===== config.mk =====
export PLATFORM = sky130hd
export DESIGN_NAME = tick_sched
export DESIGN_NICKNAME = d
export VERILOG_FILES = /design/src/rtl/tick_pkg.sv /design/src/rtl/tick_chan.sv /design/src/rtl/tick_sched.sv
export SDC_FILE = /design/constraint.sdc
export NUM_CORES = 1
export LEC_CHECK = 0
export ABC_AREA = 1
export CAP_MARGIN = 25
export CORE_MARGIN = 10
export CORE_UTILIZATION = 65
export DETAILED_ROUTE_END_ITERATION = 12
export PLACE_DENSITY = 0.85
export SYNTH_ARGS = -nofsm -noshare
export SYNTH_HDL_FRONTEND = slang
export SYNTH_SLANG_ARGS = --single-unit

===== constraint.sdc =====
create_clock -name clk_in -period 12.4 [get_ports clk_in]
set_input_delay 1.86 -clock clk_in [delete_from_list [all_inputs] [get_ports clk_in]]
set_output_delay 1.86 -clock clk_in [all_outputs]
set_load 0.05 [all_outputs]

===== src/rtl/tick_pkg.sv =====
// Shared definitions for the tick scheduler. The package holds the channel
// state encoding, the cfg_mode values and the default prescale ratios.
package tick_pkg;

  // Channel states. The encodings are fixed so that they match other users
  // of this timebase.
  typedef enum logic [1:0] {
    IDLE     = 2'd0,
    ONESHOT  = 2'd1,
    PERIODIC = 2'd2
  } chan_state_t;

  // Values of cfg_mode.
  localparam logic CFG_MODE_ONESHOT  = 1'b0;
  localparam logic CFG_MODE_PERIODIC = 1'b1;

  // PRESCALE_HW is the real divide ratio. PRESCALE_SIM keeps simulations short.
  localparam int PRESCALE_HW  = 1000;
  localparam int PRESCALE_SIM = 10;

endpackage


===== src/rtl/tick_chan.sv =====
// One countdown channel: it holds the FSM state, the remaining count and the
// reload value.
// Loads arrive only when strobe is low, because the top gates the handshake
// with !strobe. A load and a countdown step therefore never share an edge.
module tick_chan
  import tick_pkg::*;
#(
  parameter int CW = 16
) (
  input  logic          clk_in,
  input  logic          rst,
  input  logic          strobe,
  input  logic          load,
  input  logic [CW-1:0] cfg_period,
  input  logic          cfg_mode,
  input  logic          cfg_stop,
  output logic          expire,
  output logic          active
);

  chan_state_t   state;
  logic [CW-1:0] rem;
  logic [CW-1:0] reload;

  // Channel FSM: a load, a stop or a zero period reprograms the channel;
  // otherwise each tick counts it down.
  always_ff @(posedge clk_in or posedge rst) begin
    if (rst) begin
      state  <= IDLE;
      rem    <= '0;
      reload <= '0;
      expire <= 1'b0;
      active <= 1'b0;
    end else begin
      expire <= 1'b0;
      if (load) begin
        if (cfg_stop || (cfg_period == '0)) begin
          state  <= IDLE;
          rem    <= '0;
          active <= 1'b0;
        end else begin
          rem    <= cfg_period;
          reload <= cfg_period;
          state  <= (cfg_mode == CFG_MODE_PERIODIC) ? PERIODIC : ONESHOT;
          active <= 1'b1;
        end
      end else if (strobe && (state != IDLE)) begin
        if (rem == CW'(1)) begin
          expire <= 1'b1;
          if (state == PERIODIC) begin
            rem <= reload;
          end else begin
            state  <= IDLE;
            rem    <= '0;
            active <= 1'b0;
          end
        end else begin
          rem <= rem - CW'(1);
        end
      end
    end
  end

endmodule


===== src/rtl/tick_sched.sv =====
// Shared timebase scheduler.
// A single prescaler produces a one-cycle tick every PRESCALE cycles. CH
// countdown channels share that tick and are programmed through a
// valid/ready port. The tick always wins over a config request, which then
// waits one cycle.
module tick_sched
  import tick_pkg::*;
#(
  parameter int PRESCALE = PRESCALE_HW,
  parameter int CH       = 4,
  parameter int CW       = 16,
  parameter int CHW      = 2
) (
  input  logic           clk_in,
  input  logic           rst,
  input  logic           en,
  input  logic           cfg_valid,
  output logic           cfg_ready,
  input  logic [CHW-1:0] cfg_ch,
  input  logic [CW-1:0]  cfg_period,
  input  logic           cfg_mode,
  input  logic           cfg_stop,
  output logic           tick_out,
  output logic [CH-1:0]  expire,
  output logic [CH-1:0]  active
);

  localparam int PW = $clog2(PRESCALE);

  logic [PW-1:0] pcnt;
  logic          strobe;
  logic          xfer;
  logic [CH-1:0] load;

  assign strobe    = en && (pcnt == PW'(PRESCALE - 1));
  assign cfg_ready = !strobe;
  assign xfer      = cfg_valid && cfg_ready;

  // Prescaler counter and the registered tick. The counter holds while en is low.
  always_ff @(posedge clk_in or posedge rst) begin
    if (rst) begin
      pcnt     <= '0;
      tick_out <= 1'b0;
    end else begin
      tick_out <= strobe;
      if (en) begin
        pcnt <= strobe ? '0 : pcnt + PW'(1);
      end
    end
  end

  // One countdown channel per index. Each channel receives only the
  // transfers addressed to it.
  for (genvar i = 0; i < CH; i++) begin : g_chan
    assign load[i] = xfer && (cfg_ch == CHW'(i));

    tick_chan #(
      .CW(CW)
    ) u_chan (
      .clk_in    (clk_in),
      .rst       (rst),
      .strobe    (strobe),
      .load      (load[i]),
      .cfg_period(cfg_period),
      .cfg_mode  (cfg_mode),
      .cfg_stop  (cfg_stop),
      .expire    (expire[i]),
      .active    (active[i])
    );
  end

endmodule


==> results.yml, run 1 <==
clocking:
  ctsRootBufferMaster: "clkbuf_16"
  post-cts-setup-buffers: 0
  cts_tree: "done"
  cts_hold_buf: 0
  clockBufferDepth: 2
  cts.clk_slew.worst_paths_ns: 0.06
  numCtsBuffers: 17
  cts-htree-levels: 4
  clock_latency_ns: 0.43
  cts_resized: 0
  cts.sinks: 155
yosys:
  synth_area_mm2: 0.00953
  synth_fp_nets: 1471
  yosysWarningCount: 0
  synth_edf_count: 0
  seq_area_frac_synth_pct: 40.7
  avgSynthCellArea_um2: 6.63
  synthFlopType: "dfrtp_1"
  yosysUniqueCellTypes: 33
  synthArstFlopShare_pct: 100
  synth_cells: 1438
  ys_seq_elements: 155
sta:
  hold_ws_ns: 0.473
  clock_skew_ns: 0.00716
  max_freq_ghz: 0.176
  finalSetupViolCount: 0
  tightest_slew_ns: 0.905
  rsz0062_at_grt: "no"
  fin_crit_sh_pct: 45.9
  drv_slew: 0
  slew_headroom_pct: 39.7
  setup_ws_ns: 6.70
  fin_tns_setup_ns: 0
  hold_viol_final: 0
  min_period_ns: 5.70
critical_path:
  endpoint_kind: "output pin"
  crit_chain: "clkdlybuf4s50_1 > nand2_1 > nor2_2 > nand3_2 > clkdlybuf4s50_1"
  path_max_fanout: 11
  arrival_ns: 3.84
  cp_slowest_cell: "clkdlybuf4s50_1"
  max_stage_delay_ns: 0.82
  crit_family: "buffers and inverters"
  path_common_cell: "clkdlybuf4s50_1"
  worstPathRequired_ns: 10.54
  start_kind: "input pin"
  cp_num_buf_inv: 2
  worstSetupPathType: "in2out"
placed_design:
  post-place-ws_ns: 6.69
  dp_cells: 1606
  globalplace.congestion: 0.969
  port_buffers: 33
  dp_hpwl_mm: 17.0
global_route:
  grt_max_degree: 98
  antenna_found_initial: 0
  grt_pass1_wl_mm: 42.0
  grt_pass1_vias: 8618
  grt.total_usage_pct: 25.7
  grt-ovfl-total: 0
cells_and_area:
  final_common_cell: "nand2_1"
  fin_util_pct: 72.0
  syn_to_final_growth_pct: 9.30
  drive_above_1_share_pct: 4.75
  instances_no_fill: 1637
  nets: 1474
  insertedDiodeCount: 0
  layout.cells.most_common_list: "514 x nand2_1, 230 x nor2_1, 155 x dfrtp_1, 124 x nand3_1, 115 x inv_1"
route:
  vias_per_cell: 5.81
  wl_per_cell_um: 15.9
  route.detailed.drc: 0
  drtIter0Drc: 1160
  vias: 9513
  wl_mm: 26.0
  ant_nets: 0
  firstDrtPassIters: 6
die:
  start_util_pct: 65.8
  die-area_mm2: 0.0199
  core_area_mm2: 0.0145
  die_w_um: 141
  io_pins: 34
  rows: 44
  die_h_um: 141
power:
  ir_drop_mv: 0.118
  p_switching_w: 0.000781
  leakagePower_nw: 5.40
  cellPowerDensity_mw_per_mm2: 190
  intPower_w: 0.00120
  clkPwrFrac_pct: 28.0
  seq_power_share_pct: 38.8
  p_sw_share_pct: 39.4
  p_comb_share_pct: 33.1
min_path:
  hp-class: "reg2reg"
status:
  status: "finished clean"
flow_run:
  maxCapViolCount: 0
-- state kept, by name, indices dropped and copies added (netlist names) --
signal / flops
g_chan.u_chan.reload: 64
g_chan.u_chan.rem: 64
pcnt: 10
g_chan.u_chan.state: 8
g_chan.u_chan.active: 4
g_chan.u_chan.expire: 4
tick_out: 1
-- synthesized netlist by cell type, types with 8 or more instances --
| master | number | share of area (%) |
|---|---|---|
| clkbuf_1 | 10 | 0.39 |
| ha_1 | 9 | 1.2 |
| nand4_1 | 34 | 2.2 |
| o22ai_1 | 8 | 0.52 |
| buf_4 | 14 | 1.1 |
| o21ai_0 | 101 | 5.3 |
| nor2_1 | 230 | 9.1 |
| nand3_1 | 124 | 6.5 |
| buf_2 | 24 | 1.3 |
| a21oi_1 | 39 | 2.0 |
| inv_1 | 116 | 4.6 |
| nand2_1 | 514 | 20 |
| nor3_1 | 8 | 0.42 |
| dfrtp_1 | 155 | 41 |
-- power by group through the flow --
stage          Sequential (W)  Clock (W)  Combinational [W]
2_1_floorplan        0.000734          0           0.000512
3_3_place_gp         0.000767          0           0.000611
3_5_place_dp         0.000770          0           0.000632
4_1_cts              0.000764   0.000556           0.000645
5_1_grt              0.000786   0.000575           0.000754
6_report             0.000769   0.000555           0.000656
-- final cells by class --
cell class                      instances  area [um2]
Clock inverter                         13         175
Clock buffer                           18         439
Multi-Input combinational cell       1105        4860
Timing Repair Buffer                   38         368
Sequential cell                       155        3880
Fill cell                            1159        4060
Tap cell                              184         230
Inverter                              124         473
-- cells by family after synthesis --
group / share of synthesized area, %
xor gates and xnor gates: 0.184
DFF: 40.7
buffers and inverters: 8.37
and+or+nand+nor: 40.7
AOI/OAI and AO/OA: 8.88
adders and majority gates: 1.18
-- metrics by stage --
step | power, W | instance area [um2]
6_report | 0.00198 | 10400
4_1_cts | 0.00196 | 10400
5_1_grt | 0.00211 | 10400
3_5_place_dp | 0.00140 | 9810
3_3_place_gp | 0.00138 | 9810
2_1_floorplan | 0.00125 | 9530
-- per-layer routing --
metal / GRT usage, % / part of all wire, %
met1: 32.6 / 41
met2: 41.3 / 47
met3: 6.95 / 8.9
met4: 9.29 / 2.8
met5: 0 / 0
-- worst paths after layout --
path / start / to / slack, ns / depth (start not counted)
setup reg to reg: pcnt[0]$_DFFE_PP0P_ / g_chan[1].u_chan.rem[8]$_DFFE_PP0P_ / 9.35 / 9
min in group asynchronous: rst / pcnt[0]$_DFFE_PP0P_ / 1.96 / 2
hold / removal: g_chan[1].u_chan.reload[5]$_DFFE_PP0P_ / g_chan[1].u_chan.reload[5]$_DFFE_PP0P_ / 0.47 / 2
max in group asynchronous: rst / g_chan[0].u_chan.rem[7]$_DFFE_PP0P_ / 9.12 / 3
hold reg to reg: g_chan[1].u_chan.reload[5]$_DFFE_PP0P_ / g_chan[1].u_chan.reload[5]$_DFFE_PP0P_ / 0.47 / 2
setup / recovery: en / cfg_ready / 6.70 / 5
-- worst register-to-register path, cell delays in order, from the launching register on --
cell and delay (ns):
dfrtp_1 0.38, ha_1 0.18, nand2_1 0.08, nor2_2 0.15, nand3_2 0.33, nand3b_2 0.74
nand2_2 0.45, inv_2 0.41, nor2_1 0.10, a21oi_1 0.16
(Power assumes the default switching activity.)
==> run 2, diff against run 1 <==
--- a/config.mk
+++ b/config.mk
@@ -8,9 +8,9 @@
 export ABC_AREA = 1
 export CAP_MARGIN = 25
 export CORE_MARGIN = 10
-export CORE_UTILIZATION = 65
+export CORE_UTILIZATION = 62
 export DETAILED_ROUTE_END_ITERATION = 12
-export PLACE_DENSITY = 0.85
+export PLACE_DENSITY = 0.82
 export SYNTH_ARGS = -nofsm -noshare
 export SYNTH_HDL_FRONTEND = slang
 export SYNTH_SLANG_ARGS = --single-unit
==> constraint.sdc (replaced) <==
create_clock -name clk_in -period 5.6 [get_ports clk_in]
set_input_delay 0.84 -clock clk_in [delete_from_list [all_inputs] [get_ports clk_in]]
set_output_delay 0.84 -clock clk_in [all_outputs]
set_load 0.05 [all_outputs]
==> results.yml, run 2 (synthesis gave the netlist of run 1 again) <==
die:
  die_w_um: 144
  rows: 45
  die_h_um: 144
  io_pins: 34
  start_util_pct: 62.9
  die-area_mm2: 0.0207
  core_area_mm2: 0.0151
cells_and_area:
  final_common_cell: "nand2_1"
  insertedDiodeCount: 0
  syn_to_final_growth_pct: 8.99
  fin_util_pct: 68.6
  drive_above_1_share_pct: 4.81
  layout.cells.most_common_list: "514 x nand2_1, 230 x nor2_1, 155 x dfrtp_1, 124 x nand3_1, 115 x inv_1"
  n_fill_cell: 1262
  register_area_mm2: 0.00388
  nets: 1474
  multi_input_area_mm2: 0.00486
  reg_top3: "g_chan.u_chan.reload: 64 flops, g_chan.u_chan.rem: 64 flops, pcnt: 10 flops"
critical_path:
  worst-r2r-setup-slack_ns: 2.91
  start_kind: "input pin"
  endpoint_kind: "output pin"
  worstPathRequired_ns: 4.76
  arrival_ns: 2.85
  worstSetupPathType: "in2out"
  path_max_fanout: 11
power:
  leakagePower_nw: 5.36
  p_total_w: 0.00431
  cellPowerDensity_mw_per_mm2: 414
  ir_drop_mv: 0.264
clocking:
  cts.clk_slew.worst_paths_ns: 0.07
  cts_tree: "done"
  clockBufferDepth: 2
  cts_hold_buf: 0
  numCtsBuffers: 17
  cts-htree-levels: 4
  post-cts-setup-buffers: 0
  clock_latency_ns: 0.44
  cts_resized: 0
  cts.sinks: 155
  ctsRootBufferMaster: "clkbuf_16"
global_route:
  grt_max_degree: 66
  grt_pass1_vias: 8620
  grt_pass1_wl_mm: 42.2
  grt-ovfl-total: 0
  antenna_found_initial: 0
  grt.total_usage_pct: 25.3
sta:
  min_period_ns: 3.69
  tightest_slew_ns: 0.938
  drv_slew: 0
  max_freq_ghz: 0.271
  fin_tns_setup_ns: 0
  hold_viol_final: 0
  slew_headroom_pct: 37.2
  fin_crit_sh_pct: 65.9
  finalSetupViolCount: 0
  clock_skew_ns: 0.0133
  rsz0062_at_grt: "no"
route:
  drtIter0Drc: 920
  route.detailed.drc: 0
  wl_mm: 25.5
  wl_per_cell_um: 15.5
  vias_per_cell: 5.72
  vias: 9389
  firstDrtPassIters: 5
  ant_nets: 0
placed_design:
  dp_hpwl_mm: 17.5
  globalplace.congestion: 0.938
  port_buffers: 33
min_path:
  hp-class: "reg2reg"
status:
  status: "finished clean"
flow_run:
  maxCapViolCount: 0
[run 2: power breakdown]
part | leakage, nW | internal [W] | switching (W) | total [W]
logic | 3.20 | 0.000493 | 0.000957 | 0.00145
registers | 1.88 | 0.00141 | 0.000288 | 0.00170
clock network | 0.276 | 0.000628 | 0.000527 | 0.00115
[run 2: worst paths after layout]
path                                                              from                                     end  depth (start not counted)
worst max-delay path                                                en                               cfg_ready                          5
worst min-delay path            g_chan[0].u_chan.reload[0]$_DFFE_PP0P_  g_chan[0].u_chan.reload[0]$_DFFE_PP0P_                          2
worst max register to register                     pcnt[0]$_DFFE_PP0P_    g_chan[3].u_chan.rem[12]$_DFFE_PP0P_                          9
worst min register to register  g_chan[0].u_chan.reload[0]$_DFFE_PP0P_  g_chan[0].u_chan.reload[0]$_DFFE_PP0P_                          2
max in group asynchronous                                          rst   g_chan[2].u_chan.state[0]$_DFFE_PP0P_                          3
min in group asynchronous                                          rst     g_chan[3].u_chan.rem[1]$_DFFE_PP0P_                          2
[run 2: stage by stage]
stage	setup slack, ns	area [um2]	hold WS, ns	cells
3_5_place_dp	1.89	9810	0.458	1610
5_1_grt	1.79	10400	0.489	1642
4_1_cts	1.89	10400	0.475	1642
2_1_floorplan	0.582	9530	0.442	1438
6_report	1.91	10400	0.471	1642
3_3_place_gp	1.97	9810	0.453	1610
[run 2: layout make-up]
type / count / area share (%)
multi-input combinational: 1105 / 46.7
timing repair buffer: 38 / 3.54
clock inverter: 15 / 1.48
sequential: 155 / 37.3
clock buffer: 17 / 4.09
inverter: 124 / 4.55
tap: 188 / 2.26
[run 2: worst max-delay path, cell delays in order]
cell and delay (ns):
clkdlybuf4s50_1 0.55, nand2_1 0.11, nor2_2 0.16, nand3_2 0.35
clkdlybuf4s50_1 0.84
[run 2: per-layer routing]
metal / part of all wire [%] / GRT usage [%] / vias to the layer above / wire (um)
li1: - / - / 4587 / -
met1: 42 / 31.8 / 4348 / 10700
met2: 47 / 40.4 / 392 / 11900
met3: 8.7 / 7.48 / 62 / 2220
met4: 2.5 / 9.62 / 0 / 645
met5: 0 / 0 / - / 0
==> run 3, diff against run 2 <==
--- a/config.mk
+++ b/config.mk
@@ -8,9 +8,9 @@
 export ABC_AREA = 1
 export CAP_MARGIN = 25
 export CORE_MARGIN = 10
-export CORE_UTILIZATION = 62
+export CORE_UTILIZATION = 56
 export DETAILED_ROUTE_END_ITERATION = 12
-export PLACE_DENSITY = 0.82
+export PLACE_DENSITY = 0.78
 export SYNTH_ARGS = -nofsm -noshare
 export SYNTH_HDL_FRONTEND = slang
 export SYNTH_SLANG_ARGS = --single-unit
==> constraint.sdc (replaced) <==
create_clock -name clk_in -period 3.15 [get_ports clk_in]
set_input_delay 0.4725 -clock clk_in [delete_from_list [all_inputs] [get_ports clk_in]]
set_output_delay 0.4725 -clock clk_in [all_outputs]
set_load 0.05 [all_outputs]
==> results.yml, run 3 (synthesis gave the netlist of run 1 again) <==
critical_path:
  worstSetupPathType: "in2out"
  worstPathRequired_ns: 2.68
  endpoint_kind: "output pin"
  path_common_cell: "buf_4"
  max_stage_delay_ns: 0.58
  cp_slowest_cell: "clkdlybuf4s50_1"
  crit_chain: "clkdlybuf4s50_1 > nand2_1 > nor2_2 > nand3_2 > buf_4 > buf_4"
  path_max_fanout: 7
  crit_family: "buffers and inverters"
  cp_num_buf_inv: 3
  start_kind: "input pin"
  arrival_ns: 2.07
power:
  cellPowerDensity_mw_per_mm2: 719
  ir_drop_mv: 0.472
  leakagePower_nw: 5.50
cells_and_area:
  drive_above_1_share_pct: 6.48
  n_fill_cell: 1512
  nets: 1502
  insertedDiodeCount: 0
  layout.cells.most_common_list: "514 x nand2_1, 230 x nor2_1, 155 x dfrtp_1, 124 x nand3_1, 115 x inv_1"
  syn_to_final_growth_pct: 11.7
  fin_util_pct: 64.0
  final_common_cell: "nand2_1"
  reg_top3: "g_chan.u_chan.reload: 64 flops, g_chan.u_chan.rem: 64 flops, pcnt: 10 flops"
die:
  core_area_mm2: 0.0166
  rows: 47
  die_h_um: 150
  die-area_mm2: 0.0226
  die_w_um: 150
  start_util_pct: 57.3
  io_pins: 34
route:
  firstDrtPassIters: 5
  vias_per_cell: 5.59
  wl_per_cell_um: 16.0
  ant_nets: 0
  wl_mm: 27.2
  vias: 9520
  route.detailed.drc: 0
  drtIter0Drc: 1061
global_route:
  grt_max_degree: 33
  grt_pass1_vias: 8970
  grt_pass1_wl_mm: 44.6
  grt-ovfl-total: 0
  antenna_found_initial: 0
  grt.total_usage_pct: 24.5
sta:
  hold_viol_final: 0
  finalSetupViolCount: 0
  drv_slew: 0
  clock_skew_ns: 0.0144
  fin_crit_sh_pct: 80.7
  fin_tns_setup_ns: 0
  tightest_slew_ns: 0.813
  rsz0062_at_grt: "no"
  min_period_ns: 2.54
  max_freq_ghz: 0.393
  slew_headroom_pct: 45.7
clocking:
  cts_resized: 0
  ctsRootBufferMaster: "clkbuf_16"
  cts_tree: "done"
  cts.clk_slew.worst_paths_ns: 0.06
  cts_hold_buf: 0
  cts-htree-levels: 4
  numCtsBuffers: 17
  clockBufferDepth: 2
  post-cts-setup-buffers: 0
  clock_latency_ns: 0.44
  cts.sinks: 155
placed_design:
  dp_hpwl_mm: 19.2
  port_buffers: 33
  globalplace.congestion: 0.926
min_path:
  hp-class: "reg2reg"
flow_run:
  maxCapViolCount: 0
status:
  status: "finished clean"
==> run 3: cell count changes in the layout (fill, tap and decap cells not counted), moves of 2 or more <==
cell,delta
clkbuf_8,+3
inv_6,-6
buf_4,+27
inv_8,-2
clkinv_2,+3
clkbuf_1,+3
buf_12,+2
==> run 3: layer usage <==
layer	up-vias	GRT usage [%]	part of all wire [%]
met1	4469	31.2	42
met5	-	0	0
met4	0	8.02	2.6
met2	364	40.5	48
li1	4631	-	-
met3	56	5.55	7.7
==> run 3: final timing paths <==
path                       cells past startpoint  slack [ns]                                    from                                 endpoint
max                                            6        0.61                                      en                                cfg_ready
max reg2reg                                    9        0.80                     pcnt[0]$_DFFE_PP0P_  g_chan[1].u_chan.reload[11]$_DFFE_PP0P_
max in group asynchronous                      3        1.83                                     rst      g_chan[1].u_chan.rem[5]$_DFFE_PP0P_
min                                            2        0.47  g_chan[0].u_chan.reload[0]$_DFFE_PP0P_   g_chan[0].u_chan.reload[0]$_DFFE_PP0P_
min reg2reg                                    2        0.47  g_chan[0].u_chan.reload[0]$_DFFE_PP0P_   g_chan[0].u_chan.reload[0]$_DFFE_PP0P_
min in group asynchronous                      2        0.52                                     rst   g_chan[3].u_chan.reload[4]$_DFFE_PP0P_
==> run 3: stage by stage <==
stage | hold slack, ns | std cells | cell area, um2 | setup slack (ns) | power (W)
CTS | 0.475 | 1702 | 10600 | 0.617 | 0.00762
global route | 0.489 | 1702 | 10600 | 0.528 | 0.00822
global placement | 0.455 | 1670 | 10100 | 0.487 | 0.00553
floorplan | 0.442 | 1438 | 9540 | 0.719 | 0.00490
finish | 0.474 | 1702 | 10600 | 0.607 | 0.00765
detailed placement | 0.460 | 1670 | 10100 | 0.409 | 0.00560
==> run 3: area by class of cell <==
type	instances	area, um2	area share, %
clock buffer	23	478	4.49
clock inverter	9	87.6	0.822
inverter	124	472	4.43
multi-input combinational	1105	4860	45.6
sequential	155	3880	36.4
tap	220	275	2.58
timing repair buffer	66	601	5.64
==> run 3: tightest hold or removal path, stage by stage (launching register included) <==
cell     delay [ns]
dfrtp_1        0.34
nand2_1        0.05
nand2_1        0.05
==> run 3: power breakdown <==
group | leakage [nW] | internal [W] | switching [W]
Sequential | 1.88 | 0.00251 | 0.000525
Combinational | 3.34 | 0.000902 | 0.00170
Clock | 0.278 | 0.00115 | 0.000858
